$ cat config.mk
export PLATFORM = sky130hd
export DESIGN_NAME = sh7604_ibus_arb
export DESIGN_NICKNAME = d
export VERILOG_FILES = /design/src/rtl/sh7604_ibus_arb.sv
export SDC_FILE = /design/constraint.sdc
export NUM_CORES = 1
export LEC_CHECK = 0
export BUFFER_PORTS_ARGS = -buffer_cell sky130_fd_sc_hd__clkbuf_2
export CAP_MARGIN = 40
export CORE_AREA = 2 2 124 126
export DETAILED_ROUTE_END_ITERATION = 10
export DIE_AREA = 0 0 126 128
export HOLD_SLACK_MARGIN = 0.15
export MAX_ROUTING_LAYER = met4
export PLACE_DENSITY_LB_ADDON = 0.3
export SYNTH_ARGS = -nofsm -noshare
export SYNTH_HDL_FRONTEND = slang
export SYNTH_SLANG_ARGS = --single-unit
$ cat constraint.sdc
create_clock -name clk -period 5.8 [get_ports clk]
set_input_delay 0.58 -clock clk [delete_from_list [all_inputs] [get_ports clk]]
set_output_delay 0.58 -clock clk [all_outputs]
set_load 0.1 [all_outputs]
$ cat src/rtl/sh7604_ibus_arb.sv
`timescale 1ns / 1ps
`default_nettype none
// ============================================================================
// Module      : sh7604_ibus_arb
// Description : Internal-bus arbiter between the CPU core and the DMAC of an
//               SH7604-style device. It merges the two access ports onto one
//               request towards the bus state controller. Ownership changes
//               only at switch points, so locked and burst accesses are not
//               split.
// Revision    : 1.0 - initial release
// ============================================================================
module sh7604_ibus_arb #(
  parameter int RR       = 1,  // 1: round-robin, 0: DMAC has fixed priority
  parameter int MAX_HOLD = 4   // grant windows kept while the other side waits
) (
  input  logic        clk,
  input  logic        rst_n,
  input  logic        ce_r_i,
  input  logic        ce_f_i,
  input  logic        en_i,
  // CPU access port
  input  logic [31:0] cpu_a_i,
  input  logic [31:0] cpu_di_i,
  input  logic [3:0]  cpu_ba_i,
  input  logic        cpu_we_i,
  input  logic        cpu_req_i,
  input  logic        cpu_burst_i,
  input  logic        cpu_lock_i,
  output logic [31:0] cpu_do_o,
  output logic        cpu_busy_o,
  // DMAC access port
  input  logic [31:0] dma_a_i,
  input  logic [31:0] dma_di_i,
  input  logic [3:0]  dma_ba_i,
  input  logic        dma_we_i,
  input  logic        dma_req_i,
  input  logic        dma_burst_i,
  input  logic        dma_lock_i,
  output logic [31:0] dma_do_o,
  output logic        dma_busy_o,
  // Merged request towards the bus state controller
  output logic [31:0] ibus_a_o,
  output logic [31:0] ibus_di_o,
  output logic [3:0]  ibus_ba_o,
  output logic        ibus_we_o,
  output logic        ibus_req_o,
  output logic        ibus_burst_o,
  output logic        ibus_lock_o,
  input  logic [31:0] ibus_do_i,
  input  logic        ibus_busy_i,
  // Current owner: 00 none, 01 CPU, 10 DMAC
  output logic [1:0]  gnt_o
);

  // Encoding matches the GNT output so the grant is a direct copy of state.
  typedef enum logic [1:0] {
    OWN_NONE = 2'b00,
    OWN_CPU  = 2'b01,
    OWN_DMA  = 2'b10
  } owner_e;

  localparam logic [3:0] C_MAX_HOLD = 4'(MAX_HOLD);
  localparam logic [3:0] C_HOLD_SAT = 4'd15;

  owner_e     owner_q;
  owner_e     last_q;
  logic [3:0] hold_cnt_q;

  // Arbitration result used when the bus is idle and both masters request.
  owner_e     pick_d;
  // Saturating increment of the hold counter.
  logic [3:0] hold_inc_d;

  logic own_cpu;
  logic own_dma;
  logic owner_req;
  logic owner_lock;
  logic other_req;
  logic owner_yield;
  logic switch_pt;

  // The falling-phase enable has no role here: all state moves on CE_R.
  logic unused_ce_f;
  assign unused_ce_f = ce_f_i;

  assign own_cpu = (owner_q == OWN_CPU);
  assign own_dma = (owner_q == OWN_DMA);

  // Owner-side request/lock and the competing request, zero when idle.
  always_comb begin
    owner_req  = 1'b0;
    owner_lock = 1'b0;
    other_req  = 1'b0;
    case (owner_q)
      OWN_CPU: begin
        owner_req  = cpu_req_i;
        owner_lock = cpu_lock_i;
        other_req  = dma_req_i;
      end
      OWN_DMA: begin
        owner_req  = dma_req_i;
        owner_lock = dma_lock_i;
        other_req  = cpu_req_i;
      end
      default: begin
        owner_req  = 1'b0;
        owner_lock = 1'b0;
        other_req  = 1'b0;
      end
    endcase
  end

  // A busy bus blocks switching, which also keeps an in-flight burst
  // (IBUS_BURST=1 with IBUS_BUSY=1) under a single owner; a locked owner
  // blocks switching so read-modify-write sequences stay atomic.
  assign switch_pt = ce_r_i & en_i & ~ibus_busy_i & ~owner_lock;

  assign hold_inc_d = (hold_cnt_q == C_HOLD_SAT) ? C_HOLD_SAT : hold_cnt_q + 4'd1;

  generate
    if (RR != 0) begin : g_round_robin
      // Both requesting: favour the master that did not own the bus last.
      assign pick_d = (cpu_req_i && dma_req_i) ?
                      ((last_q == OWN_CPU) ? OWN_DMA : OWN_CPU) :
                      (dma_req_i ? OWN_DMA : OWN_CPU);
      // Round-robin gives up the bus only on the hold limit.
      assign owner_yield = 1'b0;
    end else begin : g_fixed_prio
      // DMAC always wins a tie.
      assign pick_d = dma_req_i ? OWN_DMA : OWN_CPU;
      // A CPU owner steps aside as soon as the DMAC asks.
      assign owner_yield = own_cpu;
    end
  endgenerate

  // Ownership, round-robin history and hold counter, advanced at switch points.
  always_ff @(posedge clk or negedge rst_n) begin
    if (!rst_n) begin
      owner_q    <= OWN_NONE;
      last_q     <= OWN_CPU;
      hold_cnt_q <= 4'd0;
    end else if (switch_pt) begin
      case (owner_q)
        OWN_NONE: begin
          if (cpu_req_i || dma_req_i) begin
            owner_q    <= pick_d;
            hold_cnt_q <= 4'd1;
          end
        end
        default: begin
          if (!owner_req) begin
            // Release only; the next grant waits for the following switch
            // point so there is always one idle window between owners.
            owner_q    <= OWN_NONE;
            last_q     <= owner_q;
            hold_cnt_q <= 4'd0;
          end else if (other_req) begin
            if ((hold_cnt_q >= C_MAX_HOLD) || owner_yield) begin
              owner_q    <= OWN_NONE;
              last_q     <= owner_q;
              hold_cnt_q <= 4'd0;
            end else begin
              hold_cnt_q <= hold_inc_d;
            end
          end
        end
      endcase
    end
  end

  // Merged bus request: the owner's signals, all zero while nobody owns it.
  always_comb begin
    ibus_a_o     = 32'd0;
    ibus_di_o    = 32'd0;
    ibus_ba_o    = 4'd0;
    ibus_we_o    = 1'b0;
    ibus_req_o   = 1'b0;
    ibus_burst_o = 1'b0;
    ibus_lock_o  = 1'b0;
    if (own_cpu) begin
      ibus_a_o     = cpu_a_i;
      ibus_di_o    = cpu_di_i;
      ibus_ba_o    = cpu_ba_i;
      ibus_we_o    = cpu_we_i;
      ibus_req_o   = cpu_req_i;
      ibus_burst_o = cpu_burst_i;
      ibus_lock_o  = cpu_lock_i;
    end else if (own_dma) begin
      ibus_a_o     = dma_a_i;
      ibus_di_o    = dma_di_i;
      ibus_ba_o    = dma_ba_i;
      ibus_we_o    = dma_we_i;
      ibus_req_o   = dma_req_i;
      ibus_burst_o = dma_burst_i;
      ibus_lock_o  = dma_lock_i;
    end
  end

  // The owner sees the controller's wait; a waiting master is stalled by
  // its own request in the same cycle it raises it.
  assign cpu_busy_o = own_cpu ? ibus_busy_i : cpu_req_i;
  assign dma_busy_o = own_dma ? ibus_busy_i : dma_req_i;

  // Read data is broadcast; only the current owner samples it.
  assign cpu_do_o = ibus_do_i;
  assign dma_do_o = ibus_do_i;

  assign gnt_o = owner_q;

endmodule
`default_nettype wire

== Word level (Yosys, flattened, before mapping) ==
Cells that the tools add are included.
Widths: inputs -> output; s select.

* Bits of input ports: 182
* Bits in registers: 8
* Output and inout bits: 140

* Add/subtract/negate cells: 1
* Order comparisons: 1
* Muxes and demuxes: 36
* Bitwise logic cells: 6
* Eq/ne operators: 9
* Reductions and logical operators: 6

{| class="wikitable"
|+ Operators by type and width
! cell !! number
|-
| $mux 32 || 4
|-
| $mux 4 || 8
|-
| $mux 2 || 11
|-
| $mux 1 || 10
|-
| $reduce_and 4->1 || 2
|-
| $ne 3x1->1 const B || 2
|-
| $pmux 1 s2 || 3
|-
| $add 4x1->4 const B || 1
|-
| $eq 2x1->1 const B || 2
|-
| $eq 4x4->1 const B || 1
|-
| $ge 4x3->1 const B || 1
|-
| $ne 2x1->1 const B || 2
|-
| $and 1x1->1 || 3
|-
| $not 1->1 || 3
|-
| $reduce_and 3->1 || 1
|-
| $eq 2x2->1 const B || 1
|-
| $logic_not 2->1 || 1
|-
| $ne 2x2->1 const B || 1
|-
| $logic_and 1x1->1 || 1
|-
| $logic_or 1x1->1 || 1
|}

== Longest topological paths before layout ==
Gate-level depths: netlist of run 1.

* Word-level depth: 6
* Depth in mapped cells: 7

== Worst setup path after synthesis of run 1 ==
No wires, ideal clock.

* Path type: reg-to-output
* From: register owner_q[1], in the netlist gnt_o[1]
* To: output ibus_a_o[20]
* Arrival time: 3.972 ns
* Setup slack: 1.248 ns
* Stages on the path, launching flop included: 6
* Buffers on the path: 2
* Cell sequence: dfrtp_1 > inv_1 > ha_1 > clkbuf_1 > clkbuf_1 > o21ai_0

* Word-level cells in the longest chain between the ends: 3
* Elaborated cells on any way between the ends: 4
* Those cells by class: eq/ne (2); mux (2)

{| class="wikitable"
|+ RTL lines
! element !! RTL line !! text
|-
| from (decl) || 65 || <nowiki>owner_e owner_q;</nowiki>
|-
| from (signal assigned) || 146 || <nowiki>owner_q <= pick_d;</nowiki>
|-
| $eq 2x2->1 || 87 || <nowiki>assign own_dma = (owner_q == OWN_DMA);</nowiki>
|-
| $mux 32 || 188 || <nowiki>end else if (own_dma) begin</nowiki>
|-
| $mux 32 * || 180 || <nowiki>if (own_cpu) begin</nowiki>
|-
| to (decl) || 42 || <nowiki>output logic [31:0] ibus_a_o,</nowiki>
|}

Every way passes the cells marked *; elsewhere a longest branch is shown, timed or not.

== Final worst setup path of run 1 ==
* From: register owner_q[0], in the netlist gnt_o[0]
* To: output ibus_a_o[30]

The elaborated chain is that of the path after synthesis.

==> results of run 1 <==
[layer usage]
layer | up-vias | part of all wire (%) | GRT usage, %
met4 | 0 | 0.31 | 1.42
met3 | 4 | 10 | 3.34
met5 | - | 0 | -
li1 | 1325 | - | -
met2 | 139 | 53 | 17.7
met1 | 1068 | 36 | 10.3
[path summary, 6_finish.rpt]
kind	slack, ps	endpoint	depth (start not counted)	start
max in group asynchronous	5360	last_q[0]	1	rst_n
min in group clk	490	last_q[0]	2	last_q[0]
min	190	hold_cnt_q[0]	1	rst_n
max reg2reg	2830	hold_cnt_q[1]	7	gnt_o[0]
max	2310	ibus_a_o[30]	5	gnt_o[0]
min reg2reg	490	last_q[0]	2	last_q[0]
[sequential cells by signal, summed over array words and instances, names as in the netlist]
name	cells
gnt_o	2
hold_cnt_q	4
last_q	2
[cell families after synthesis]
| group | count (synthesis) | synth area share (%) |
|---|---|---|
| DFF | 8 | 10.1 |
| AOI/OAI and AO/OA | 89 | 26.2 |
| muxes | 6 | 3.40 |
| and+or+nand+nor | 131 | 26.8 |
| adders and majority gates | 5 | 3.15 |
| buffers and inverters | 94 | 30.3 |
[cells in the final DEF, fill, tap and decap left out, drive strengths merged, types with 3 or more instances in the layout]
cell type | synthesis | routed
mux2 | 3 | 3
dfrtp | 7 | 7
clkbuf | 21 | 228
o21ai | 65 | 65
a22o | 14 | 14
ha | 5 | 5
nand2 | 120 | 120
mux2i | 3 | 3
inv | 7 | 7
[worst max-delay path, stage by stage, from the launching register on]
cell and delay, ps:
dfrtp_1 450, inv_1 170, ha_2 500, nor2b_1 810, a22o_1 280, clkbuf_2 470
[area by class of cell]
class | instances | area share, %
multi-input cells | 231 | 41.7
well taps | 188 | 8.17
clock buffers | 4 | 2.74
inverters | 7 | 0.913
repair buffers | 226 | 39.5
flip-flops and latches | 8 | 7.00
[stage by stage]
step	cell area, um^2	hold WS (ps)	utilization [%]
2_1_floorplan	1990	284	-
3_3_place_gp	2800	444	18.8
3_5_place_dp	2800	443	18.8
4_1_cts	2880	195	19.4
5_1_grt	2880	203	19.4
6_report	2880	189	19.4
==> results.txt, run 1 <==
After detailed routing, the average wire length per cell comes to 13.2 um. The number of synthesized register bits came out at 8. The I/O pin count came out at 322. The worst setup skew after layout is 1.53 ps. The top-area cell type share of the netlist area came out at 24.2%. The number of flops mapped to enable cells by yosys came out at 0.

The via count of the first global-routing pass was 2,161. The share of the clock period used by the worst path came out at 60.3%. The number of distinct library cell variants in the gate-level netlist after synthesis is 32. At the end of routability-driven placement, the weighted congestion stood at 0.763.

The shortest period the worst path allows is 3490 ps. The number of buffers inserted by post-CTS setup repair is 0. The DRC violations left came out at 0. The routed via count divided by cell count came out at 3.82.

The least setup slack across all paths after layout came out at 2310 ps. The number of standard-cell rows in the floorplan is 45. The count of routing violations after the opening detailed-route iteration came out at 101. The routed via count came out at 2,536. Synthesis produced a netlist with a net count of 520.

The placed wire-length estimate came out at 7.33 mm. The upper clock frequency limit is 0.286 GHz. The global-route wire length before repair is 12.2 mm. The number of warning messages in the yosys log is 0. The fraction of synthesis flops using an asynchronous set or reset pin is 100%. From synthesis to final layout, the design area changed by 44.7%. The number of clock buffers inserted by TritonCTS is 3. The run finished with clean final reports.

The core area is 14,900 um^2. The kind of end point of the critical path is a primary output. The synthesized netlist cell count came out at 333.

The net count reported at finish is 664. The aggregate routed wire length came out at 8.79 mm. The number of antenna violations at the first check in global routing came out at 0. The initial cell density of the core is 13.4%.

The number of sinks driven by the clock tree came out at 8. The deepest level of the CTS H-tree is 1. The area of the mapped netlist is 1990 um^2. Of all cell types, the one taking the most synthesized area is buf_4.

The setup TNS is 0 ps. At the pin with the least slew margin, the transition time is 935 ps. The kind of critical path is flip-flop to primary output. For this run the aggregate overflow at the end of global routing stands at 0. The number of antenna-violating nets in the routed design came out at 0. Setup repair after global routing left no endpoint under its margin.

The worst relative slew slack came out at 37.5%. Max-cap violations in this run came to 0. Sequential cells were found to cover 10.1% of the synthesized design area. Among all flip-flop cells after synthesis, the most frequent one is dfrtp_1.

By instance count, the leading cell after synthesis is nand2_1. The post-placement setup slack is 2590 ps. The die width came out at 126 um.

The count of filler cells inserted in the layout came out at 1,748. Once the clock tree was built, the resizer swapped 0 gates to a different size. 0 antenna diodes ended up in the layout. The placed cell count is 660. The post-synthesis average cell area is 5.97 um^2.

The maximum fanout count along the critical path is 25. The combined flip-flop and latch cell area came out at 201 um^2. The final cell count without fillers is 664. Of the cells placed in the final design, the portion with a size suffix greater than 1 is 49.8%.

The count of input and output buffers came out at 224. The tightest min-delay check is of the input port to asynchronous set/reset pin type. The overall fraction of global-route tracks in use came out at 9.68%. The worst path arrival time came out at 2910 ps.

The clock passes through at most 2 buffers. The floorplan step defined a die boundary enclosing 16,100 um^2. CTS placed an instance of clkbuf_16 at the clock tree root. The height of the die is 128 um.

The number of hold violations in the final report is 0. The worst setup path is launched from a flip-flop. Yosys attributes the largest share of cell area to buf_4, nand2_1, o21ai_0, dfrtp_1, a22o_1.

Ranked by instance count, the synthesized netlist is headed by nand2_1, o21ai_0, buf_4. For this design, the CTS-stage hold fixing added 0 buffers. TritonCTS built the clock tree. The number of slew-limit violations in the final report was 0. The multi-input combinational cells in the finished layout cover a total of 1200 um^2. The clock latency on the worst-skew pair is 230 ps. The number of iterations in the first detailed-routing pass came out at 7. Setup violations remaining at the end of the flow were counted as 0.

The clock slew seen by the registers of the worst setup and hold paths came out at 40 ps. The worst endpoint required time is 5220 ps. Entering global routing, the biggest net connects 86 pins.
Power of run 1 is not shown: default switching activity piles up to over one toggle a cycle in this logic, so the estimate is an artifact.
==> inputs of run 2 (changes only) <==
--- a/config.mk
+++ b/config.mk
@@ -7,9 +7,9 @@
 export LEC_CHECK = 0
 export BUFFER_PORTS_ARGS = -buffer_cell sky130_fd_sc_hd__clkbuf_2
 export CAP_MARGIN = 40
-export CORE_AREA = 2 2 124 126
+export CORE_AREA = 2 2 125 127
 export DETAILED_ROUTE_END_ITERATION = 10
-export DIE_AREA = 0 0 126 128
+export DIE_AREA = 0 0 127 129
 export HOLD_SLACK_MARGIN = 0.15
 export MAX_ROUTING_LAYER = met4
 export PLACE_DENSITY_LB_ADDON = 0.3
==> constraint.sdc (replaced) <==
create_clock -name clk -period 3.16 [get_ports clk]
set_input_delay 0.316 -clock clk [delete_from_list [all_inputs] [get_ports clk]]
set_output_delay 0.316 -clock clk [all_outputs]
set_load 0.1 [all_outputs]
==> run 2 against run 1 <==
Effect of this change: via count rose by 2.4%; first-iteration DRC count fell by 45%; sequential cell count did not move; core utilization rose by 3.0 points; critical endpoint is now ibus_di_o[26].
==> results.txt, run 2 (synthesized netlist as in run 1, its figures left out) <==
The flow ran to the end, and the final reports show no timing, DRC or antenna violations. The diode insertion count for antenna repair is 0 (unchanged). The number of sinks driven by the clock tree is 8 (unchanged).

The number of antenna-violating nets in the routed design came out at 0 (unchanged). The total global routing overflow came to 0 (unchanged). The upper clock frequency limit came out at 0.363 GHz. The aggregate routed wire length is 8.18 mm (-6.9%). TritonCTS built the clock tree. The post-placement setup slack came out at 620 ps (-1970 ps).

The count of routing violations after the opening detailed-route iteration was 56 (-45%). The critical path in this run is classified as flip-flop to primary output. Clock tree synthesis selected as its root buffer the cell clkbuf_16. The library cell used most frequently in the layout, excluding fill and tap cells, is clkbuf_2. Leaving out fill and tap cells, the most frequent cells in the layout are clkbuf_2, nand2_1, o21ai_2. The per-cell routed wire length is 12.2 um (-7.6%). The DRC violations left is 0 (unchanged). The maximum number of pins on one net before global-route repair came out at 68 (-21%). The routed via count is 2,597 (+2.4%). The placed cell count is 664 (+0.61%).

The deepest level of the CTS H-tree came out at 1 (unchanged). The clock latency on the worst-skew pair is 240 ps (about the same). The overall fraction of global-route tracks in use was 9.25% (-0.43 points). The layout cell share with drive strength beyond 1 is 62.8% (+13 points).

The routed via count divided by cell count came out at 3.88 (+1.6%). The category of the worst setup path launch point is a flip-flop. The number of slew-limit violations in the final report is 0 (unchanged). Of the available clock period, the critical path in the final layout requires 87.2%. The buffer depth of the longest clock path is 2 (unchanged). The worst endpoint required time came out at 2840 ps (-2380 ps). The number of failing setup endpoints in the final timing report came out at 0 (unchanged). On the critical path, the stage with the largest delay is an instance of ha_2. The final RePlAce weighted congestion is 0.740 (-3.1%).

The signal on the critical path passes through inv_1, ha_2, buf_4, nand2_1, o21ai_2, clkbuf_2. The max-cap check violation count is 0 (unchanged). The count of input and output buffers is 224 (unchanged). The number of antenna violations at the first check in global routing is 0 (unchanged). The die width is 127 um (+0.79%). The path class of the tightest hold or removal check is input port to flip-flop. The height of the die came out at 129 um (+0.78%).

The clock slew seen by the registers of the worst setup and hold paths came out at 40 ps (about the same). Setup repair after global routing left no endpoint under its margin. The global-route wire length before repair is 11.9 mm (-2.7%). The worst relative slew slack came out at 62.9% (+25 points). The number of hold violations in the final report came out at 0 (unchanged). The core area came out at 15,000 um^2 (+0.76%). The full die area is 16,400 um^2 (+1.6%). The net count reported at finish is 669 (+0.75%). The number of clock buffers inserted by TritonCTS was 3 (unchanged).

The flip-flop count of the largest register after layout is 4 (unchanged). The initial cell density of the core came out at 13.3% (-0.10 points). Ranked by flip-flop count, first place goes to hold_cnt_q. From synthesis to final layout, the design area changed by 68.1%. The placed wire-length estimate came out at 6.94 mm (-5.3%). The setup TNS came out at 0 ps (unchanged).

STA classifies the critical path endpoint as a primary output. After layout, the minimum clock period comes to 2760 ps. The worst setup skew after layout came out at 3.99 ps (+2.46 ps). The final cell count without fillers came out at 669 (+0.75%). The number of iterations in the first detailed-routing pass is 4 (-3). The I/O pin count came to 322 (unchanged). The maximum fanout count along the critical path came out at 27 (+8.0%). The worst path arrival time was 2440 ps (-470 ps). The least setup slack across all paths after layout is 403 ps (-1900 ps). The actual slew at the worst max-slew pin was 558 ps (-377 ps). The number of standard-cell rows in the floorplan came out at 45 (unchanged).

The delay contributed by the slowest stage of the critical path is 520 ps (-290 ps). The via count of the first global-routing pass is 2,282 (+5.6%).
==> run 2: worst paths after layout <==
check                      startpoint            end  slack [ps]  depth (start not counted)
max                          gnt_o[0]  ibus_di_o[26]         400                          6
min                         dma_req_i       gnt_o[1]         460                          3
max reg2reg                  gnt_o[0]  hold_cnt_q[1]         670                          6
min reg2reg                 last_q[0]      last_q[0]         490                          2
max in group asynchronous       rst_n      last_q[0]        2430                          2
min in group asynchronous       rst_n  hold_cnt_q[0]         480                          2
==> run 2: worst max-delay path: cells and delay by family (launching register included) <==
kind	cells	cell delay [ps]
adder cells (fa/ha/maj)	1	520
buffers and inverters	3	1010
AND/OR/NAND/NOR	1	110
flip-flops	1	430
AO/OA/AOI/OAI	1	120
==> run 2: final cells by class <==
class,instances,area (um^2)
Clock buffer,4,78.8
Fill cell,1683,11600
Inverter,7,26.3
Multi-Input combinational cell,231,1400
Sequential cell,8,201
Tap cell,188,235
Timing Repair Buffer,231,1400
==> run 2: stage by stage <==
step / util [%] / area [um^2] / hold slack [ps]
after floorplan: - / 2190 / 20.4
after global placement: 21.7 / 3250 / 186
after detailed placement: 21.7 / 3250 / 185
after CTS: 22.3 / 3340 / 457
after global routing: 22.3 / 3340 / 500
final: 22.3 / 3340 / 457
==> run 2: what timing repair did <==
action,in CTS,in global routing
endpoints found under the hold margin,7,0
gates resized for setup,0,0
hold buffers,1,0
buffers inserted,0,0
==> run 2: layer usage <==
metal  part of all wire (%)  vias up  GRT usage [%]
met5                      0        -              -
met4                    2.2        0           3.23
met3                    9.2       17           2.33
met2                     51      150           16.3
met1                     38     1073           10.2
li1                       -     1357              -
Power of run 2 is left out for the same reason.
